### config.mk
export PLATFORM = sky130hd
export DESIGN_NAME = zap_dbus_access
export DESIGN_NICKNAME = d
export VERILOG_FILES = /design/src/rtl/zap_dbus_access.sv
export SDC_FILE = /design/constraint.sdc
export NUM_CORES = 1
export LEC_CHECK = 0
export CAP_MARGIN = 40
export CORE_UTILIZATION = 40
export CTS_BUF_LIST = sky130_fd_sc_hd__clkbuf_4
export CTS_CLUSTER_DIAMETER = 50
export CTS_CLUSTER_SIZE = 14
export DETAILED_ROUTE_END_ITERATION = 8
export GPL_ROUTABILITY_DRIVEN = 0
export PLACE_DENSITY = 0.74
export SYNTH_ARGS = -nofsm -noshare
export SYNTH_HDL_FRONTEND = slang
export SYNTH_SLANG_ARGS = --single-unit
### constraint.sdc
create_clock -name i_clk -period 8.16 [get_ports i_clk]
set_input_delay 0.816 -clock i_clk [delete_from_list [all_inputs] [get_ports i_clk]]
set_output_delay 0.816 -clock i_clk [all_outputs]
set_load 0.005 [all_outputs]
### src/rtl/zap_dbus_access.sv
// zap_dbus_access: data-bus access stage. It turns one load/store request into a single-outstanding
//   strobe/ack bus cycle with word-aligned address, byte selects and replicated store data.
// Latency: request cycle 0, strobe from cycle 1, ack in cycle k -> o_mem_valid in cycle k+1 (min 3 cycles/access).
// Backpressure: o_data_stall freezes upstream while a request is accepted or the bus cycle is in flight.
// Ports: i_clk/i_reset_n (async active-low); i_mem_* request side; o_dbus_*/i_dbus_* bus side;
//   o_mem_* completion side (raw read word, addr[1:0], fault 00 none / 01 align / 10 bus err or timeout).
module zap_dbus_access #(
    parameter int BUS_TIMEOUT = 255
) (
    input  logic        i_clk,
    input  logic        i_reset_n,
    input  logic        i_clear_from_writeback,
    input  logic        i_mem_req,
    input  logic        i_mem_load,
    input  logic [31:0] i_mem_addr,
    input  logic [31:0] i_mem_wr_data,
    input  logic        i_sbyte,
    input  logic        i_ubyte,
    input  logic        i_shalf,
    input  logic        i_uhalf,
    output logic        o_dbus_stb,
    output logic        o_dbus_we,
    output logic [31:0] o_dbus_addr,
    output logic [3:0]  o_dbus_sel,
    output logic [31:0] o_dbus_wdata,
    input  logic        i_dbus_ack,
    input  logic        i_dbus_err,
    input  logic [31:0] i_dbus_rdata,
    output logic        o_data_stall,
    output logic        o_mem_valid,
    output logic [31:0] o_mem_rd_data,
    output logic [1:0]  o_mem_address_ff,
    output logic [1:0]  o_mem_fault
);

    typedef enum logic [1:0] {IDLE, BUSY, DONE} state_t;

    localparam logic [1:0] FAULT_NONE  = 2'b00;
    localparam logic [1:0] FAULT_ALIGN = 2'b01;
    localparam logic [1:0] FAULT_BUS   = 2'b10;

    state_t      state, state_nxt;
    logic        stb_q, stb_nxt;
    logic        we_q, we_nxt;
    logic [31:0] addr_q, addr_nxt;
    logic [3:0]  sel_q, sel_nxt;
    logic [31:0] wdata_q, wdata_nxt;
    logic [31:0] wdog_q, wdog_nxt;
    logic        flush_q, flush_nxt;
    logic [1:0]  req_lo_q, req_lo_nxt;
    logic [31:0] rd_q, rd_nxt;
    logic [1:0]  addr_ff_q, addr_ff_nxt;
    logic [1:0]  fault_q, fault_nxt;

    logic        is_byte, is_half;
    logic [3:0]  sel_c;
    logic [31:0] wdata_c;
    logic [31:0] wdog_inc;
    logic        timeout;
    logic        flush_any;

    assign is_byte  = i_sbyte | i_ubyte;
    assign is_half  = i_shalf | i_uhalf;
    assign wdog_inc = wdog_q + 32'd1;
    // Count reaches the limit on the BUS_TIMEOUT-th BUSY cycle, so the strobe is high exactly that long.
    assign timeout  = (BUS_TIMEOUT != 0) && (wdog_inc == 32'(BUS_TIMEOUT));
    // A flush arriving on the terminating cycle itself still cancels the completion.
    assign flush_any = flush_q | i_clear_from_writeback;

    // Byte lanes and replicated store data; loads use the same selects.
    always_comb begin
        sel_c   = 4'b1111;
        wdata_c = i_mem_wr_data;
        if (is_byte) begin
            sel_c   = 4'b0001 << i_mem_addr[1:0];
            wdata_c = {4{i_mem_wr_data[7:0]}};
        end else if (is_half) begin
            sel_c   = i_mem_addr[1] ? 4'b1100 : 4'b0011;
            wdata_c = {2{i_mem_wr_data[15:0]}};
        end
    end

    always_comb begin
        state_nxt   = state;
        stb_nxt     = stb_q;
        we_nxt      = we_q;
        addr_nxt    = addr_q;
        sel_nxt     = sel_q;
        wdata_nxt   = wdata_q;
        wdog_nxt    = wdog_q;
        flush_nxt   = flush_q;
        req_lo_nxt  = req_lo_q;
        rd_nxt      = rd_q;
        addr_ff_nxt = addr_ff_q;
        fault_nxt   = fault_q;
        case (state)
            IDLE: begin
                if (i_mem_req && !i_clear_from_writeback) begin
                    if (is_half && i_mem_addr[0]) begin
                        // Odd halfword: report without touching the bus.
                        state_nxt   = DONE;
                        fault_nxt   = FAULT_ALIGN;
                        addr_ff_nxt = i_mem_addr[1:0];
                    end else begin
                        state_nxt  = BUSY;
                        stb_nxt    = 1'b1;
                        we_nxt     = !i_mem_load;
                        addr_nxt   = {i_mem_addr[31:2], 2'b00};
                        sel_nxt    = sel_c;
                        wdata_nxt  = wdata_c;
                        wdog_nxt   = 32'd0;
                        flush_nxt  = 1'b0;
                        req_lo_nxt = i_mem_addr[1:0];
                    end
                end
            end
            BUSY: begin
                wdog_nxt  = wdog_inc;
                flush_nxt = flush_any;
                if (i_dbus_err || i_dbus_ack || timeout) begin
                    stb_nxt   = 1'b0;
                    flush_nxt = 1'b0;
                    if (flush_any) begin
                        state_nxt = IDLE;
                        fault_nxt = FAULT_NONE;
                    end else begin
                        state_nxt   = DONE;
                        addr_ff_nxt = req_lo_q;
                        if (i_dbus_err) begin
                            fault_nxt = FAULT_BUS;
                        end else if (i_dbus_ack) begin
                            fault_nxt = FAULT_NONE;
                            if (!we_q) rd_nxt = i_dbus_rdata;
                        end else begin
                            fault_nxt = FAULT_BUS;
                        end
                    end
                end
            end
            DONE: begin
                state_nxt = IDLE;
                if (i_clear_from_writeback) fault_nxt = FAULT_NONE;
            end
            default: state_nxt = IDLE;
        endcase
    end

    always_ff @(posedge i_clk or negedge i_reset_n) begin
        if (!i_reset_n) begin
            state     <= IDLE;
            stb_q     <= 1'b0;
            we_q      <= 1'b0;
            addr_q    <= 32'd0;
            sel_q     <= 4'd0;
            wdata_q   <= 32'd0;
            wdog_q    <= 32'd0;
            flush_q   <= 1'b0;
            req_lo_q  <= 2'd0;
            rd_q      <= 32'd0;
            addr_ff_q <= 2'd0;
            fault_q   <= 2'd0;
        end else begin
            state     <= state_nxt;
            stb_q     <= stb_nxt;
            we_q      <= we_nxt;
            addr_q    <= addr_nxt;
            sel_q     <= sel_nxt;
            wdata_q   <= wdata_nxt;
            wdog_q    <= wdog_nxt;
            flush_q   <= flush_nxt;
            req_lo_q  <= req_lo_nxt;
            rd_q      <= rd_nxt;
            addr_ff_q <= addr_ff_nxt;
            fault_q   <= fault_nxt;
        end
    end

    assign o_dbus_stb       = stb_q;
    assign o_dbus_we        = we_q;
    assign o_dbus_addr      = addr_q;
    assign o_dbus_sel       = sel_q;
    assign o_dbus_wdata     = wdata_q;
    assign o_mem_rd_data    = rd_q;
    assign o_mem_address_ff = addr_ff_q;
    assign o_data_stall     = ((state == IDLE) && i_mem_req && !i_clear_from_writeback) || (state == BUSY);
    // A flush during DONE hides the completion in that same cycle.
    assign o_mem_valid      = (state == DONE) && !i_clear_from_writeback;
    assign o_mem_fault      = ((state == DONE) && i_clear_from_writeback) ? FAULT_NONE : fault_q;

endmodule

After elaboration in Yosys (flattened, before gate mapping). Index checks and enable logic that the tools add are counted.

Add/subtract/negate cells: 1. Multiplexer cells: 35. Bitwise operators: 7. Reduce and logical (&&, ||, !) cells: 21. Equal/unequal tests: 9. Shift-type cells: 1.

Operator list (count): $mux W32 (4); $pmux W32 S2 (1); $add A32 B1 Y32 const B (1); $eq A32 B8 Y1 const B (1); $mux W2 (16); $mux W4 (3); $ne A2 B2 Y1 const B (6); $reduce_and A5 Y1 (2); $pmux W2 S2 (2); $logic_and A1 B1 Y1 (6); $mux W1 (6); $pmux W2 S3 (1); $reduce_and A3 Y1 (2); $reduce_and A6 Y1 (1); $not A1 Y1 (4); $pmux W1 S2 (2); $reduce_and A4 Y1 (1); $shl A1 B2 Y4 const A (1); $logic_or A1 B1 Y1 (3); $or A1 B1 Y1 (3); $reduce_bool A3 Y1 (1); $eq A2 B1 Y1 const B (1); $eq A2 B2 Y1 const B (1); $logic_not A1 Y1 (2); 3 further kinds (3).

Bits in registers: 141. Input bits: 107. Output and inout bits: 108.

Depth between registers and ports, before layout.
Word-level depth: 5. Gate-level depth with buffers: 12.

Worst setup path before layout. Ideal clock, no wire load.

Path kind: input to register. From: input i_clear_from_writeback. To: register flush_q. Stages on the path: 8. Arrival: 2.598 ns. Setup slack: 5.479 ns. Required time: 8.078 ns. Setup time: 0.082 ns. Path buffers: 3. Cells stage by stage: clkbuf_1 > nor3b_1 > o21ai_0 > clkbuf_1 > a21oi_1 > clkbuf_1 > o21ai_0 > o22ai_1.

Longest elaborated chain between the ends: 4.

Ends and longest elaborated chain: start: declaration (line 12) `input logic i_clear_from_writeback,`; $logic_not A1 Y1 (line 98) `if (i_mem_req && !i_clear_from_writeback) begin`; $logic_and A1 B1 Y1 (line 98); $ne A2 B2 Y1 (no line); $reduce_and A3 Y1 (no line); end signal: assignment (line 170) `flush_q <= flush_nxt;`; end: declaration (line 49) `logic flush_q, flush_nxt;`.

Several ways; a longest one is shown, not always the timed one. A chain may end at the register's enable or synchronous reset.

Worst setup path after layout.
From: input i_clear_from_writeback. To: output o_data_stall.

Longest elaborated chain between the ends: 3.

Ends and longest elaborated chain: $logic_not A1 Y1 (line 185) `assign o_data_stall = ((state == IDLE) && i_mem_req && !i_clear_from_writeback) || (state == BUSY);`; $logic_and A1 B1 Y1 (line 185); $logic_or A1 B1 Y1 (line 185); end: declaration (line 29) `output logic o_data_stall,`.

Every way passes these cells.

==> parameters.txt <==
Parameter                              Value

Run status
  Run status    finished, final reports clean

Setup path
  Required time of the worst setup path    7.34 ns
  Dominant delay contributor by cell family on the critical path    buffers and inverters
  Cell seen most often among critical-path stages    sky130_fd_sc_hd__clkdlybuf4s50_1
  Top fanout value on the critical path    11
  CP Depth    4
  Largest stage delay on the critical path    0.62 ns
  Buffers & Inverters on Critical Path    2
  Capturing element type of the critical path    output port
  Arrival time of the worst setup path    2.50 ns
  Slowest library cell on the worst path    sky130_fd_sc_hd__clkdlybuf4s50_1
  End of the critical path    o_data_stall
  Critical path, cell by cell    clkdlybuf4s50_1 -> nand3b_1 -> nand2_1 -> clkdlybuf4s50_1
  Setup slack, reg-to-reg    4.94 ns
  Reg-to-Reg Start    wdog_q[1]$_DFFE_PN0P_
  Crit. Startpoint    i_clear_from_writeback
  Depth of the most critical reg-to-reg path    9
  Startpoint type of the worst setup path    primary input
  Critical path class    in2out
  Endpoint of the worst-slack reg-to-reg timing path    o_mem_address_ff[0]$_DFFE_PN0P_

Synth
  Number of enable-type register cells in the synthesized netlist    0
  Most used flip-flop cell after synthesis    sky130_fd_sc_hd__dfrtp_1
  Synthesized flop and latch total    141
  Async SR Flop Fraction    100%
  Total number of yosys warnings    0
  Post-Synthesis Cells    768
  Syn Std Cell Area    0.00707 sq mm
  Sequential fraction of the synthesis area    49.9%
  Synthesized area divided by synthesized cell count    9.20 sq um
  Cell variety after synth    61

Finish
  Final design instance area without fill    0.00971 sq mm
  Fraction of final layout cells sized beyond drive strength 1    10.0%
  Most frequent cells in the layout    sky130_fd_sc_hd__clkdlybuf4s50_1, sky130_fd_sc_hd__nand2_1, sky130_fd_sc_hd__dfrtp_1, sky130_fd_sc_hd__o21ai_0, sky130_fd_sc_hd__a21oi_1
  Most common library cell in the layout ignoring fill and taps    sky130_fd_sc_hd__clkdlybuf4s50_1
  # nets final    1068
  Area grow syn2layout    37.3%

Floorplan
  Number of placement rows    48
  Vert. Die Dim    135 microns
  I/O pin count    215
  Die Span X    135 microns
  Effective utilization at floorplan    40.9%
  Area of the core    0.0173 sq mm
  Die Outline Area    0.0182 sq mm

Global routing
  First-pass GRT wire length    32.1 mm
  Total routing resource utilization after global routing    22.6%
  Total grt overflow    0
  Number of antenna violations at the first check in global routing    1
  Via count of the first global-routing pass    6117
  Largest net degree at the start of global routing    91

Place
  # port buffers    212
  Placed Instance Area    0.00937 sq mm
  Post-detail-place hpwl    13.8 mm

Clock tree
  Clock H-tree levels    4
  Clock tree buffer depth    2
  Post-cts sizing count    0
  Total number of clock tree sinks    141
  Inserted Clock Buffers    17
  Post-CTS Repair Setup Buffers    0
  Insertion delay of the later-clocked pin in the worst-skew pair    0.58 ns
  Clock tree from TritonCTS    yes
  Clock root buffer    sky130_fd_sc_hd__clkbuf_4
  Clock slew seen by the registers of the worst setup and hold paths    0.15 ns
  Number of hold-repair buffers added at the cts stage    0

STA
  Headroom to the max-slew limit    44.3%
  Final setup violation count    0
  Final clock skew    0.0212 ns
  Fraction of the cycle the final worst path needs    40.7%
  Transition at the pin with the smallest max-transition slack    0.835 ns
  Maximum clock frequency    301 MHz
  Hold Vio Cnt, Final    0
  Final setup TNS    0 ns
  Max-slew violation count    0
  Setup repair after global routing missed its margin    false
  Tmin final    3.32 ns

Power and ir drop
  Leakage power figure    4.23 nW
  VDD IR max    0.156 mV
  Power density of the placed cells    273 mW/mm^2

Route
  Routed WL per cell    16.4 microns
  Via total after detailed routing    6367
  Post-Route WL    19.6 mm
  Via density per instance    5.33
  Final antenna-violating net count    0
  DRC    0
  Count of TritonRoute iterations in the first routing pass    5
  Number of design-rule violations left by the first detailed-router iteration    396

Job
  Max-Cap Viols    0

Hold path
  Worst min-delay path class    in2async
-- routing by layer --
metal | track usage (%) | routed length (microns) | up-vias
met5 | 0 | 0 | -
met4 | 8.80 | 407 | 0
met3 | 5.89 | 1400 | 31
met2 | 37.1 | 9630 | 243
met1 | 28.4 | 8190 | 3025
li1 | - | - | 3068
-- cells by family after synthesis --
kind of cell	synth area share, %
AND/OR/NAND/NOR	21.1
AO/OA/AOI/OAI	15.1
flip-flops	49.9
buffers and inverters	4.14
multiplexers	8.27
adder cells (fa/ha/maj)	0.885
XOR/XNOR	0.496
other	0.0530
-- through the flow --
stage	utilization (%)	setup slack, ns	power (mW)	hold WS [ns]	instances
after CTS	56.1	4.84	2.68	0.215	1194
final	56.1	4.84	2.65	0.220	1195
after detailed placement	54.2	4.88	2.15	0.455	1162
after global routing	56.1	4.74	2.82	0.238	1195
after global placement	53.8	4.63	2.12	0.451	1159
after floorplan	-	5.48	1.45	0.440	769
-- layout make-up --
type | count | area (sq um)
fill | 1574 | 7590
sequential | 141 | 3530
multi-input combinational | 561 | 3270
timing repair buffer | 222 | 2240
tap | 225 | 282
clock inverter | 15 | 203
clock buffer | 17 | 128
inverter | 13 | 48.8
antenna | 1 | 2.50
-- report_power, final --
group / leakage (nW) / switching (mW) / internal [mW] / total, mW
Sequential: 1.82 / 0.141 / 0.952 / 1.09
Combinational: 2.23 / 0.411 / 0.625 / 1.04
Clock: 0.176 / 0.293 / 0.225 / 0.517
Total: 4.23 / 0.845 / 1.80 / 2.65
-- cells in the mapped netlist, types with 3 or more instances --
cell	n	area share [%]
sky130_fd_sc_hd__nor2_1	36	1.9
sky130_fd_sc_hd__dfrtp_1	141	50
sky130_fd_sc_hd__nand2_2	3	0.27
sky130_fd_sc_hd__nor3_1	10	0.71
sky130_fd_sc_hd__mux2i_1	19	2.7
sky130_fd_sc_hd__a31oi_1	5	0.44
sky130_fd_sc_hd__nand2b_1	4	0.35
sky130_fd_sc_hd__o41ai_1	11	1.4
sky130_fd_sc_hd__buf_4	4	0.42
sky130_fd_sc_hd__a21oi_1	50	3.5
sky130_fd_sc_hd__and3_1	5	0.44
sky130_fd_sc_hd__xnor2_1	3	0.37
sky130_fd_sc_hd__o31ai_1	10	1.1
sky130_fd_sc_hd__nand2_1	184	9.8
sky130_fd_sc_hd__nand3_1	20	1.4
sky130_fd_sc_hd__mux2_2	30	4.8
sky130_fd_sc_hd__buf_1	4	0.21
sky130_fd_sc_hd__o21ai_0	83	5.9
sky130_fd_sc_hd__nand4_1	14	1.2
sky130_fd_sc_hd__nor4_1	6	0.53
sky130_fd_sc_hd__buf_2	9	0.64
sky130_fd_sc_hd__mux2_1	5	0.80
sky130_fd_sc_hd__a21o_1	3	0.32
sky130_fd_sc_hd__and2_1	5	0.44
sky130_fd_sc_hd__inv_1	13	0.69
sky130_fd_sc_hd__ha_1	5	0.88
sky130_fd_sc_hd__clkbuf_1	35	1.9
sky130_fd_sc_hd__and4_1	5	0.62
-- state kept, by name, indices dropped and copies added, names as in the netlist --
signal and count:
o_dbus_stb 1, o_dbus_sel 4, o_mem_address_ff 2, state 2, o_mem_rd_data 32, o_dbus_wdata 32, fault_q 2, o_dbus_we 1
o_dbus_addr 30, wdog_q 32, flush_q 1, req_lo_q 2
-- worst min-delay path by stage --
stage,cells after the start,end,from,slack [ns]
floorplan,2,req_lo_q[1]$_DFFE_PN0P_,req_lo_q[1]$_DFFE_PN0P_,0.44
global placement,2,o_dbus_sel[0]$_DFFE_PN0P_,o_dbus_sel[0]$_DFFE_PN0P_,0.45
detailed placement,2,o_dbus_sel[0]$_DFFE_PN0P_,o_dbus_sel[0]$_DFFE_PN0P_,0.45
CTS,1,wdog_q[4]$_DFFE_PN0P_,i_reset_n,0.22
global route,1,wdog_q[10]$_DFFE_PN0P_,i_reset_n,0.24
finish,1,wdog_q[19]$_DFFE_PN0P_,i_reset_n,0.22
(Power assumes the default switching activity.)
